--- src/rtl/lambda_lexer_stream_if.sv ---
// Byte-in / token-out bundle for the streaming lambda-term lexer.
// Handshake: a transfer happens on a rising edge where valid && ready; valid holds its data until then.
interface lambda_lexer_stream_if #(
    parameter int ID_CHARS = 4,
    parameter int DEPTH    = 8
);
    localparam int TOK_W = 16 + 8 * ID_CHARS;
    localparam int CNT_W = $clog2(DEPTH + 1);

    logic [7:0]       in_data;
    logic             in_valid;
    logic             in_ready;
    logic [TOK_W-1:0] tok_data;
    logic             tok_valid;
    logic             tok_ready;
    logic [CNT_W-1:0] tok_count;
    logic             busy;
    logic [1:0]       dbg_state;

    modport master (
        output in_data, in_valid, tok_ready,
        input  in_ready, tok_data, tok_valid, tok_count, busy, dbg_state
    );

    modport slave (
        input  in_data, in_valid, tok_ready,
        output in_ready, tok_data, tok_valid, tok_count, busy, dbg_state
    );
endinterface

--- src/rtl/lambda_lexer_stream.sv ---
// Streaming lexer: groups identifier bytes, classifies punctuation, queues tokens in a FIFO.
// Token layout: [7:0] kind, [15:8] len, then one payload byte per stored identifier char.
module lambda_lexer_stream #(
    parameter int ID_CHARS = 4,
    parameter int DEPTH    = 8
) (
    input  logic clk_25mhz,
    input  logic reset,
    lambda_lexer_stream_if.slave bus
);
    localparam int TOK_W = 16 + 8 * ID_CHARS;
    localparam int CNT_W = $clog2(DEPTH + 1);
    localparam int PTR_W = $clog2(DEPTH);

    localparam logic [7:0] K_EOF    = 8'd0;
    localparam logic [7:0] K_LAMBDA = 8'd1;
    localparam logic [7:0] K_DOT    = 8'd2;
    localparam logic [7:0] K_LPAREN = 8'd3;
    localparam logic [7:0] K_RPAREN = 8'd4;
    localparam logic [7:0] K_EQUALS = 8'd5;
    localparam logic [7:0] K_IDENT  = 8'd6;
    localparam logic [7:0] K_ERROR  = 8'd7;

    typedef enum logic [1:0] {S_IDLE, S_IDENT, S_DONE} state_t;
    typedef logic [ID_CHARS-1:0][7:0] chars_t;

    state_t           state_q, state_d;
    logic [7:0]       len_q, len_d;
    chars_t           chars_q, chars_d;
    logic             pend_valid_q, pend_valid_d;
    logic [TOK_W-1:0] pend_tok_q, pend_tok_d;
    logic [TOK_W-1:0] mem_q [DEPTH];
    logic [PTR_W-1:0] wr_ptr_q, rd_ptr_q;
    logic [CNT_W-1:0] count_q;
    logic             fifo_full, fifo_empty, accept, push, pop;
    logic [TOK_W-1:0] push_tok;
    logic [7:0]       b;

    function automatic logic is_ident(input logic [7:0] c);
        return (c >= 8'h61 && c <= 8'h7a) || (c >= 8'h41 && c <= 8'h5a) ||
               (c >= 8'h30 && c <= 8'h39) || (c == 8'h5f);
    endfunction

    function automatic logic is_space(input logic [7:0] c);
        return (c == 8'd32) || (c == 8'd9) || (c == 8'd10) || (c == 8'd13);
    endfunction

    function automatic logic [TOK_W-1:0] mk_tok(input logic [7:0] kind, input logic [7:0] len,
                                                 input chars_t chars);
        return {chars, len, kind};
    endfunction

    // Single-byte tokens: punctuation carries no payload, anything unknown becomes ERROR.
    function automatic logic [TOK_W-1:0] byte_tok(input logic [7:0] c);
        logic [7:0] kind;
        logic [7:0] len;
        chars_t     chars;
        len   = 8'd0;
        chars = '0;
        case (c)
            8'h5c:   kind = K_LAMBDA;
            8'h2e:   kind = K_DOT;
            8'h28:   kind = K_LPAREN;
            8'h29:   kind = K_RPAREN;
            8'h3d:   kind = K_EQUALS;
            default: kind = K_ERROR;
        endcase
        if (kind == K_ERROR) begin
            len      = 8'd1;
            chars[0] = c;
        end
        return mk_tok(kind, len, chars);
    endfunction

    assign b          = bus.in_data;
    assign fifo_full  = (count_q == CNT_W'(DEPTH));
    assign fifo_empty = (count_q == '0);
    assign pop        = !fifo_empty && bus.tok_ready;
    assign accept     = bus.in_valid && bus.in_ready;

    assign bus.in_ready  = !pend_valid_q && !fifo_full;
    assign bus.tok_valid = !fifo_empty;
    assign bus.tok_data  = fifo_empty ? '0 : mem_q[rd_ptr_q];
    assign bus.tok_count = count_q;
    assign bus.busy      = (state_q == S_IDENT) || pend_valid_q;
    assign bus.dbg_state = state_q;

    always_comb begin
        state_d      = state_q;
        len_d        = len_q;
        chars_d      = chars_q;
        pend_valid_d = pend_valid_q;
        pend_tok_d   = pend_tok_q;
        push         = 1'b0;
        push_tok     = '0;
        // in_ready is low while pend is held, so pend and a new byte never compete for the write.
        if (pend_valid_q) begin
            if (!fifo_full) begin
                push         = 1'b1;
                push_tok     = pend_tok_q;
                pend_valid_d = 1'b0;
            end
        end else if (accept) begin
            case (state_q)
                S_IDENT: begin
                    if (is_ident(b)) begin
                        if (len_q != 8'hff) len_d = len_q + 8'd1;
                        for (int i = 0; i < ID_CHARS; i++) begin
                            if (len_q == 8'(i)) chars_d[i] = b;
                        end
                    end else begin
                        push     = 1'b1;
                        push_tok = mk_tok(K_IDENT, len_q, chars_q);
                        state_d  = S_IDLE;
                        if (b == 8'd0) begin
                            pend_valid_d = 1'b1;
                            pend_tok_d   = mk_tok(K_EOF, 8'd0, '0);
                            state_d      = S_DONE;
                        end else if (!is_space(b)) begin
                            pend_valid_d = 1'b1;
                            pend_tok_d   = byte_tok(b);
                        end
                    end
                end
                default: begin
                    if (is_ident(b)) begin
                        state_d    = S_IDENT;
                        len_d      = 8'd1;
                        chars_d    = '0;
                        chars_d[0] = b;
                    end else if (b == 8'd0) begin
                        if (state_q != S_DONE) begin
                            push     = 1'b1;
                            push_tok = mk_tok(K_EOF, 8'd0, '0);
                        end
                        state_d = S_DONE;
                    end else begin
                        state_d = S_IDLE;
                        if (!is_space(b)) begin
                            push     = 1'b1;
                            push_tok = byte_tok(b);
                        end
                    end
                end
            endcase
        end
    end

    always_ff @(posedge clk_25mhz or posedge reset) begin
        if (reset) begin
            state_q      <= S_IDLE;
            len_q        <= '0;
            chars_q      <= '0;
            pend_valid_q <= 1'b0;
            pend_tok_q   <= '0;
            wr_ptr_q     <= '0;
            rd_ptr_q     <= '0;
            count_q      <= '0;
        end else begin
            state_q      <= state_d;
            len_q        <= len_d;
            chars_q      <= chars_d;
            pend_valid_q <= pend_valid_d;
            pend_tok_q   <= pend_tok_d;
            if (push) wr_ptr_q <= wr_ptr_q + PTR_W'(1);
            if (pop)  rd_ptr_q <= rd_ptr_q + PTR_W'(1);
            count_q <= count_q + CNT_W'(push) - CNT_W'(pop);
        end
    end

    // Storage needs no reset: the head is masked to zero whenever the FIFO is empty.
    always_ff @(posedge clk_25mhz) begin
        if (push) mem_q[wr_ptr_q] <= push_tok;
    end
endmodule

--- src/flat_wrapper.sv ---
// flat-port wrapper written by rule: the top's interface ports become plain ports
module lambda_lexer_stream_flat 
#(
    parameter int ID_CHARS = 4,
    parameter int DEPTH    = 8
)
  (clk_25mhz, reset, bus_in_data, bus_in_valid, bus_tok_ready, bus_in_ready, bus_tok_data, bus_tok_valid, bus_tok_count, bus_busy, bus_dbg_state);
  lambda_lexer_stream_if #(.ID_CHARS(ID_CHARS), .DEPTH(DEPTH)) bus_i ();
  input  logic clk_25mhz;
  input  logic reset;
  input wire logic [$bits(bus_i.in_data)-1:0] bus_in_data;
  input wire logic [$bits(bus_i.in_valid)-1:0] bus_in_valid;
  input wire logic [$bits(bus_i.tok_ready)-1:0] bus_tok_ready;
  output wire logic [$bits(bus_i.in_ready)-1:0] bus_in_ready;
  output wire logic [$bits(bus_i.tok_data)-1:0] bus_tok_data;
  output wire logic [$bits(bus_i.tok_valid)-1:0] bus_tok_valid;
  output wire logic [$bits(bus_i.tok_count)-1:0] bus_tok_count;
  output wire logic [$bits(bus_i.busy)-1:0] bus_busy;
  output wire logic [$bits(bus_i.dbg_state)-1:0] bus_dbg_state;
  assign bus_i.in_data = bus_in_data;
  assign bus_i.in_valid = bus_in_valid;
  assign bus_i.tok_ready = bus_tok_ready;
  assign bus_in_ready = bus_i.in_ready;
  assign bus_tok_data = bus_i.tok_data;
  assign bus_tok_valid = bus_i.tok_valid;
  assign bus_tok_count = bus_i.tok_count;
  assign bus_busy = bus_i.busy;
  assign bus_dbg_state = bus_i.dbg_state;
  lambda_lexer_stream #(.ID_CHARS(ID_CHARS), .DEPTH(DEPTH)) u_core (.clk_25mhz(clk_25mhz), .reset(reset), .bus(bus_i));
endmodule
--- config.mk ---
export PLATFORM = sky130hd
export DESIGN_NAME = lambda_lexer_stream_flat
export DESIGN_NICKNAME = d
export VERILOG_FILES = /design/src/rtl/lambda_lexer_stream_if.sv /design/src/rtl/lambda_lexer_stream.sv /design/src/flat_wrapper.sv
export SDC_FILE = /design/constraint.sdc
export NUM_CORES = 1
export LEC_CHECK = 0
export BUFFER_PORTS_ARGS = -buffer_cell sky130_fd_sc_hd__buf_2
export CAP_MARGIN = 15
export CORE_AREA = 2 2 179 181
export DETAILED_ROUTE_END_ITERATION = 16
export DIE_AREA = 0 0 181 183
export GPL_ROUTABILITY_DRIVEN = 1
export PLACE_DENSITY = 0.72
export SYNTH_ARGS = -nofsm -noshare
export SYNTH_HDL_FRONTEND = slang
export SYNTH_SLANG_ARGS = --single-unit
--- constraint.sdc ---
create_clock -name clk_25mhz -period 14.6 [get_ports clk_25mhz]
set_input_delay 1.46 -clock clk_25mhz [delete_from_list [all_inputs] [get_ports clk_25mhz]]
set_output_delay 1.46 -clock clk_25mhz [all_outputs]
set_load 0.02 [all_outputs]
# Yosys cells after proc, flatten, opt, wreduce, memory -nomap -nowiden
# Memory sizes are Yosys's and may differ from the RTL's.
# Cells that the tools add are included.
# W data, S select, Z words.
dict set report totals {
  mem_bits_rw 384
  out_inout_bits 57
  n_memories 1
  register_bits 101
}
# memory depth word_bits rd rd_ports_with_merged_regs write_ports line
set mem_list {}
lappend mem_list {u_core.mem_q 8 48 1 0 1 lambda_lexer_stream.sv:32} ;# logic [TOK_W-1:0] mem_q [DEPTH];
dict set report classes {
  order_cmp 6
  bitwise 2
  reduce_logical 26
  muxes 57
  add_sub_neg 5
  n_eq_ne 26
}
# operator count
set op_table {}
lappend op_table {{$mux W48} 10}
lappend op_table {{$mux W8} 19}
lappend op_table {{$mux W32} 3}
lappend op_table {{$eq A8 B6 Y1 const B} 5}
lappend op_table {{$eq A8 B4 Y1 const B} 3}
lappend op_table {{$mux W24} 1}
lappend op_table {{$reduce_and A4 Y1} 5}
lappend op_table {{$mux W1} 19}
lappend op_table {{$eq A8 B2 Y1 const B} 2}
lappend op_table {{$eq A8 B3 Y1 const B} 2}
lappend op_table {{$eq A8 B7 Y1 const B} 2}
lappend op_table {{$ge A8 B7 Y1 const B} 2}
lappend op_table {{$le A8 B7 Y1 const B} 2}
lappend op_table {{$logic_not A8 Y1} 2}
lappend op_table {{$pmux W3 S5} 1}
lappend op_table {{$ne A2 B2 Y1 const B} 7}
lappend op_table {{$add A8 B1 Y8 const B} 1}
lappend op_table {{$eq A8 B1 Y1 const B} 1}
lappend op_table {{$ge A8 B6 Y1 const B} 1}
lappend op_table {{$le A8 B6 Y1 const B} 1}
lappend op_table {{$mux W2} 4}
lappend op_table {{$ne A8 B8 Y1 const B} 1}
lappend op_table {{$logic_or A1 B1 Y1} 7}
lappend op_table {{$add A3 B1 Y3 const B} 2}
lappend op_table {{other kinds (11)} 19}

# Longest topological paths before layout
dict set report logic_depth {
  word_depth 18
  mapped_depth 13
  ltp_nobuf 11
}

# Worst setup path before layout
# No wires, ideal clock.
dict set report synth_path {
  path_kind {input to register}
  start {input port bus_in_data[2]}
  end {memory u_core.mem_q[0][0] (netlist name) (enable)}
  t_arrival_ns 5.712
  n_path_buf 1
  required_time_ns 14.103
  path_stages 7
  slack_ns 8.391
  setup_ns 0.497
  cell_sequence {buf_6 -> or4_1 -> a21oi_2 -> or3b_4 -> a41o_4 -> nand2b_1 -> nor3_1}
}
dict set report synth_via {
  elab_chain_cells 12
  word_cells_on_any_way 30
  classes_between {6 x order compare; 5 x eq/ne; 9 x mux; 10 x reduce/logical}
}
# element line
set synth_lines {}
lappend synth_lines {{start, declared} flat_wrapper.sv:11} ;# input wire logic [$bits(bus_i.in_data)-1:0] bus_in_data;
lappend synth_lines {{branches (longest 7 deep; another with $ge A8 B7 Y1)} --}
lappend synth_lines {{$mux W1 *} lambda_lexer_stream.sv:104} ;# case (state_q)
lappend synth_lines {{$mux W1 *} lambda_lexer_stream.sv:103} ;# end else if (accept) begin
lappend synth_lines {{$mux W1 *} lambda_lexer_stream.sv:97} ;# if (pend_valid_q) begin
lappend synth_lines {{net u_core.push} lambda_lexer_stream.sv:35} ;# logic fifo_full, fifo_empty, accept, push, pop;
lappend synth_lines {{$mux W1 *} lambda_lexer_stream.sv:173} ;# if (push) mem_q[wr_ptr_q] <= push_tok;
lappend synth_lines {{$mux W1 (not written as such) *} lambda_lexer_stream.sv:173}
lappend synth_lines {{end, declared} lambda_lexer_stream.sv:32}
# Mark *: on every way through the listed nets, which the timed path passes.

# Final worst setup path
dict set report layout_path {
  start {register u_core.rd_ptr_q[0]}
  end {output port bus_tok_data[18]}
}
dict set report layout_via {
  elab_chain_cells 2
}
# element line
set layout_lines {}
lappend layout_lines {{start, declared} lambda_lexer_stream.sv:33} ;# logic [PTR_W-1:0] wr_ptr_q, rd_ptr_q;
lappend layout_lines {{start signal, assigned} lambda_lexer_stream.sv:166} ;# if (pop) rd_ptr_q <= rd_ptr_q + PTR_W'(1);
lappend layout_lines {{$mem_v2 Z8 W48} --}
lappend layout_lines {{$mux W48} lambda_lexer_stream.sv:83} ;# assign bus.tok_data = fifo_empty ? '0 : mem_q[rd_ptr_q];
lappend layout_lines {{end, declared} flat_wrapper.sv:15} ;# output wire logic [$bits(bus_i.tok_data)-1:0] bus_tok_data;
# No other way between the ends.

==> Flow_metrics.wiki <==
{| class="wikitable"
! Metric !! Value
|-
| Worst EP required || 13.14 ns
|-
| Number of enable-type register cells in the synthesized netlist || 344
|-
| Area share of the largest cell type after synthesis || 0.6084
|-
| Later-pin clock latency in the skew report || 0.53 ns
|-
| Vertical die dimension || 183 um
|-
| Remaining number of nets flagged by the antenna check after routing || 0
|-
| Number of antenna repair diodes || 0
|-
| Via count of the first global-routing pass || 8,789
|-
| Met1 global-route usage || 0.3058
|-
| Post-Synthesis Cells || 959
|-
| Leakage power summed over all cells || 6.761 nW
|-
| Number of buffers on the longest clock path || 3
|-
| Count of final setup violators || 0
|-
| Unrepaired setup endpoints after global routing || false
|-
| Floorplan Core Area || 31,230 um2
|-
| DRC viols || 0
|-
| TritonRoute pass-1 iters || 5
|-
| Deepest level of the CTS H-tree || 2
|-
| Worst-path clk slew || 0.06 ns
|-
| NumNets Final || 1,046
|-
| Synthesis-to-finish area growth || 11.31%
|-
| CP max-delay cell || dfrtp_4
|-
| Number of buffers and inverters on the critical path || 2
|-
| Flops & latches, synth || 409
|-
| CTS resizes || 0
|-
| Cell Chain, Critical Path || buf_4, mux4_2, mux2i_1, nor2_1, buf_2
|-
| Worst slew margin relative to its limit || 0.1446
|-
| Layout Skew || 0.02332 ns
|-
| Post-route minimum period || 4.977 ns
|-
| Met2 Resource Use GR || 0.3323
|-
| Post-route design area || 18,900 um2
|-
| WS Path Type || reg -> out
|-
| Crit-path leading delay family || flip-flops
|-
| Vias per cell || 5.973
|-
| Wire length of the first global-routing pass || 52.39 mm
|-
| Post-CTS Hold Buffers || 0
|-
| Library cell occupying the most area in the post-synthesis netlist || edfxtp_1
|-
| Count of yosys warnings during synthesis || 0
|-
| Synthesized area divided by synthesized cell count || 17.71 um2
|-
| Post-synth design cell area || 16,980 um2
|-
| Number of top-level pins || 69
|-
| Number of cell rows || 65
|-
| Synth top area cells || edfxtp_1 (61%), mux4_2 (11%), dfrtp_1 (9.6%)
|-
| Number of input and output port buffers inserted || 63
|-
| Crit path DAT || 3.52 ns
|-
| Total clock buffers created by CTS || 40
|-
| Worst ir drop on vdd || 0.1352 mV
|-
| Number of hold violations in the final report || 0
|-
| Width of the die || 181 um
|-
| Total via count after detailed routing || 8,685
|-
| Number of distinct library cell variants in the gate-level netlist after synthesis || 71
|-
| Clock tree sinks || 409
|-
| Transition time at the pin with the least slew margin || 1.280 ns
|-
| Sequential element share of the synthesized area || 0.7041
|-
| Effective utilization at floorplan || 0.5437
|-
| TritonCTS clock tree || built
|-
| GRT Max-Usage Layer || met2
|-
| Maximum clock frequency || 0.2009 GHz
|-
| Startpoint class of the critical path || flop
|-
| Ratio of final minimum period to clock period || 0.3409
|-
| Fillcell total || 2,291
|-
| Status || complete, no violations
|-
| Maximum number of pins on one net before global-route repair || 66
|-
| Setup Total Neg Slack || 0 ns
|-
| Number of antenna violations at the first check in global routing || 0
|-
| Hold WS || 0.4856 ns
|-
| Post-DP HPWL || 18.16 mm
|-
| Routability congestion estimate from global placement || 0.7966
|-
| Pwr/cell area || 208.0 nW/um2
|-
| Clock root buffer || clkbuf_16
|-
| Global-route met3 utilization || 0.03177
|-
| Postcts setup bufs || 0
|-
| Total GRT Usage || 0.2082
|-
| Crit Path Max Fanout || 46
|-
| Ratio of cells with drive above 1 in the final layout || 0.2462
|-
| Die Footprint || 33,120 um2
|-
| Largest incremental delay on the critical path || 1.02 ns
|-
| Placed Instance Area || 17,660 um2
|-
| Routed Wire Length || 33.61 mm
|-
| Violation count after the first detailed-routing iteration || 980
|-
| Main synth FF type || edfxtp_1
|-
| Max-Cap Viols || 0
|-
| Worst min-delay path category || reg -> reg
|-
| Share of async-settable or async-resettable flops after synthesis || 0.1589
|-
| Average wire length per cell after detail routing || 23.11 um
|-
| CP Capture Type || primary output
|-
| Grt total ovfl || 0
|-
| Final slew viol count || 0
|}
## synthesized netlist by cell type (3+ instances only)
master and count:
a21o_2 3, a21oi_1 15, a22o_1 27, a31oi_1 6, and2_1 41, buf_1 9, buf_2 14, buf_4 9
buf_6 6, clkbuf_1 23, clkbuf_2 3, dfrtp_1 65, edfxtp_1 344, ha_1 12, inv_1 16, mux2_4 7
mux2i_1 44, mux4_2 86, nand2_1 39, nand2b_1 7, nand3_1 9, nor2_1 69, nor2b_1 5, nor3_1 10
nor4_1 4, nor4_4 3, o21ai_0 16, o22a_1 4, o31ai_1 3, or4_1 3, xnor2_1 4, xor2_1 4
## power by group
group,switching (mW),leakage [nW],internal [mW]
Combinational,0.748,2.13,0.536
Sequential,0.140,4.03,1.54
Clock,0.407,0.605,0.562
Total,1.30,6.76,2.64
## flip-flops by register name, summed over array words and instances (netlist names)
name and count:
u_core.mem_q 344, u_core.chars_q 32, u_core.pend_tok_q 12, u_core.len_q 8, u_core.bus.tok_count 4, u_core.rd_ptr_q 3
u_core.wr_ptr_q 3, u_core.bus.dbg_state 2, u_core.pend_valid_q 1
## cell families after synthesis
family                   Yosys count  share of synthesized area
AO/OA/AOI/OAI                     98                    0.04311
XOR/XNOR                           8                   0.004126
adder cells (fa/ha/maj)           13                    0.01002
buffers and inverters             80                    0.02358
flip-flops                       409                     0.7041
multiplexers                     140                     0.1482
other                              1                  0.0002208
AND/OR/NAND/NOR                  210                    0.06661
## worst register-to-register path: stages, from the launching register on
cell,delay (ns)
dfrtp_1,0.34
inv_1,0.07
ha_1,0.19
nor3b_1,0.18
nor2b_1,0.99
a41o_4,0.28
nand2_1,0.23
nor2_4,0.16
buf_4,0.63
## placed cells by master (no fill, tap or decap), types with 5 or more instances in the layout
cell       count
and2_1        40
nor2b_1        5
mux4_2        86
nand2_1       39
nor2_4         6
o21ai_0       16
clkinv_1       9
ha_1          12
clkbuf_16     41
clkinv_2       5
nand2b_1       7
dfrtp_1       62
buf_2         63
a22o_1        27
buf_4         16
a31oi_1        6
edfxtp_1     344
nand3_1        9
inv_1         15
conb_1         5
nor2_1        63
nor3_1         8
a21oi_1       15
mux2_4         7
mux2i_1       44
clkbuf_1      12
## layer usage
metal / up-vias / share of wire
met1: 4433 / 0.44
met2: 320 / 0.48
met5: - / 0
met3: 47 / 0.059
li1: 3885 / -
met4: 0 / 0.019
## per-stage QoR
| step | power [mW] | std cells | worst slack [ns] | utilization |
|---|---|---|---|---|
| finish | 3.932 | 1454 | 9.623 | 0.6052 |
| global route | 4.135 | 1454 | 9.268 | 0.6052 |
| CTS | 3.980 | 1453 | 9.444 | 0.6050 |
| detailed placement | 3.008 | 1380 | 9.953 | 0.5654 |
| global placement | 2.990 | 1380 | 10.00 | 0.5654 |
| floorplan | 2.612 | 963 | 8.391 | - |
## cell type report
type | count | area, um2 | area share
Clock buffer | 55 | 1099 | 0.05812
Multi-Input combinational cell | 474 | 4695 | 0.2484
Clock inverter | 18 | 136.4 | 0.007216
Timing Repair Buffer | 80 | 442.9 | 0.02343
Sequential cell | 409 | 11970 | 0.6331
Inverter | 16 | 60.06 | 0.003178
Tap cell | 402 | 503.0 | 0.02661
## path summary, 6_finish.rpt
kind / start / to / slack (ns) / cells past startpoint
max: u_core.rd_ptr_q[0] / bus_tok_data[18] / 9.62 / 5
min: u_core.pend_tok_q[2] / u_core.pend_tok_q[2] / 0.49 / 2
max reg2reg: u_core.bus.tok_count[2] / u_core.mem_q[5][34] / 11.13 / 8
min reg2reg: u_core.pend_tok_q[2] / u_core.pend_tok_q[2] / 0.49 / 2
max in group asynchronous: reset / u_core.rd_ptr_q[0] / 12.80 / 3
min in group asynchronous: reset / u_core.bus.tok_count[0] / 1.18 / 3
No activity file was read; power rests on OpenSTA's default activity.
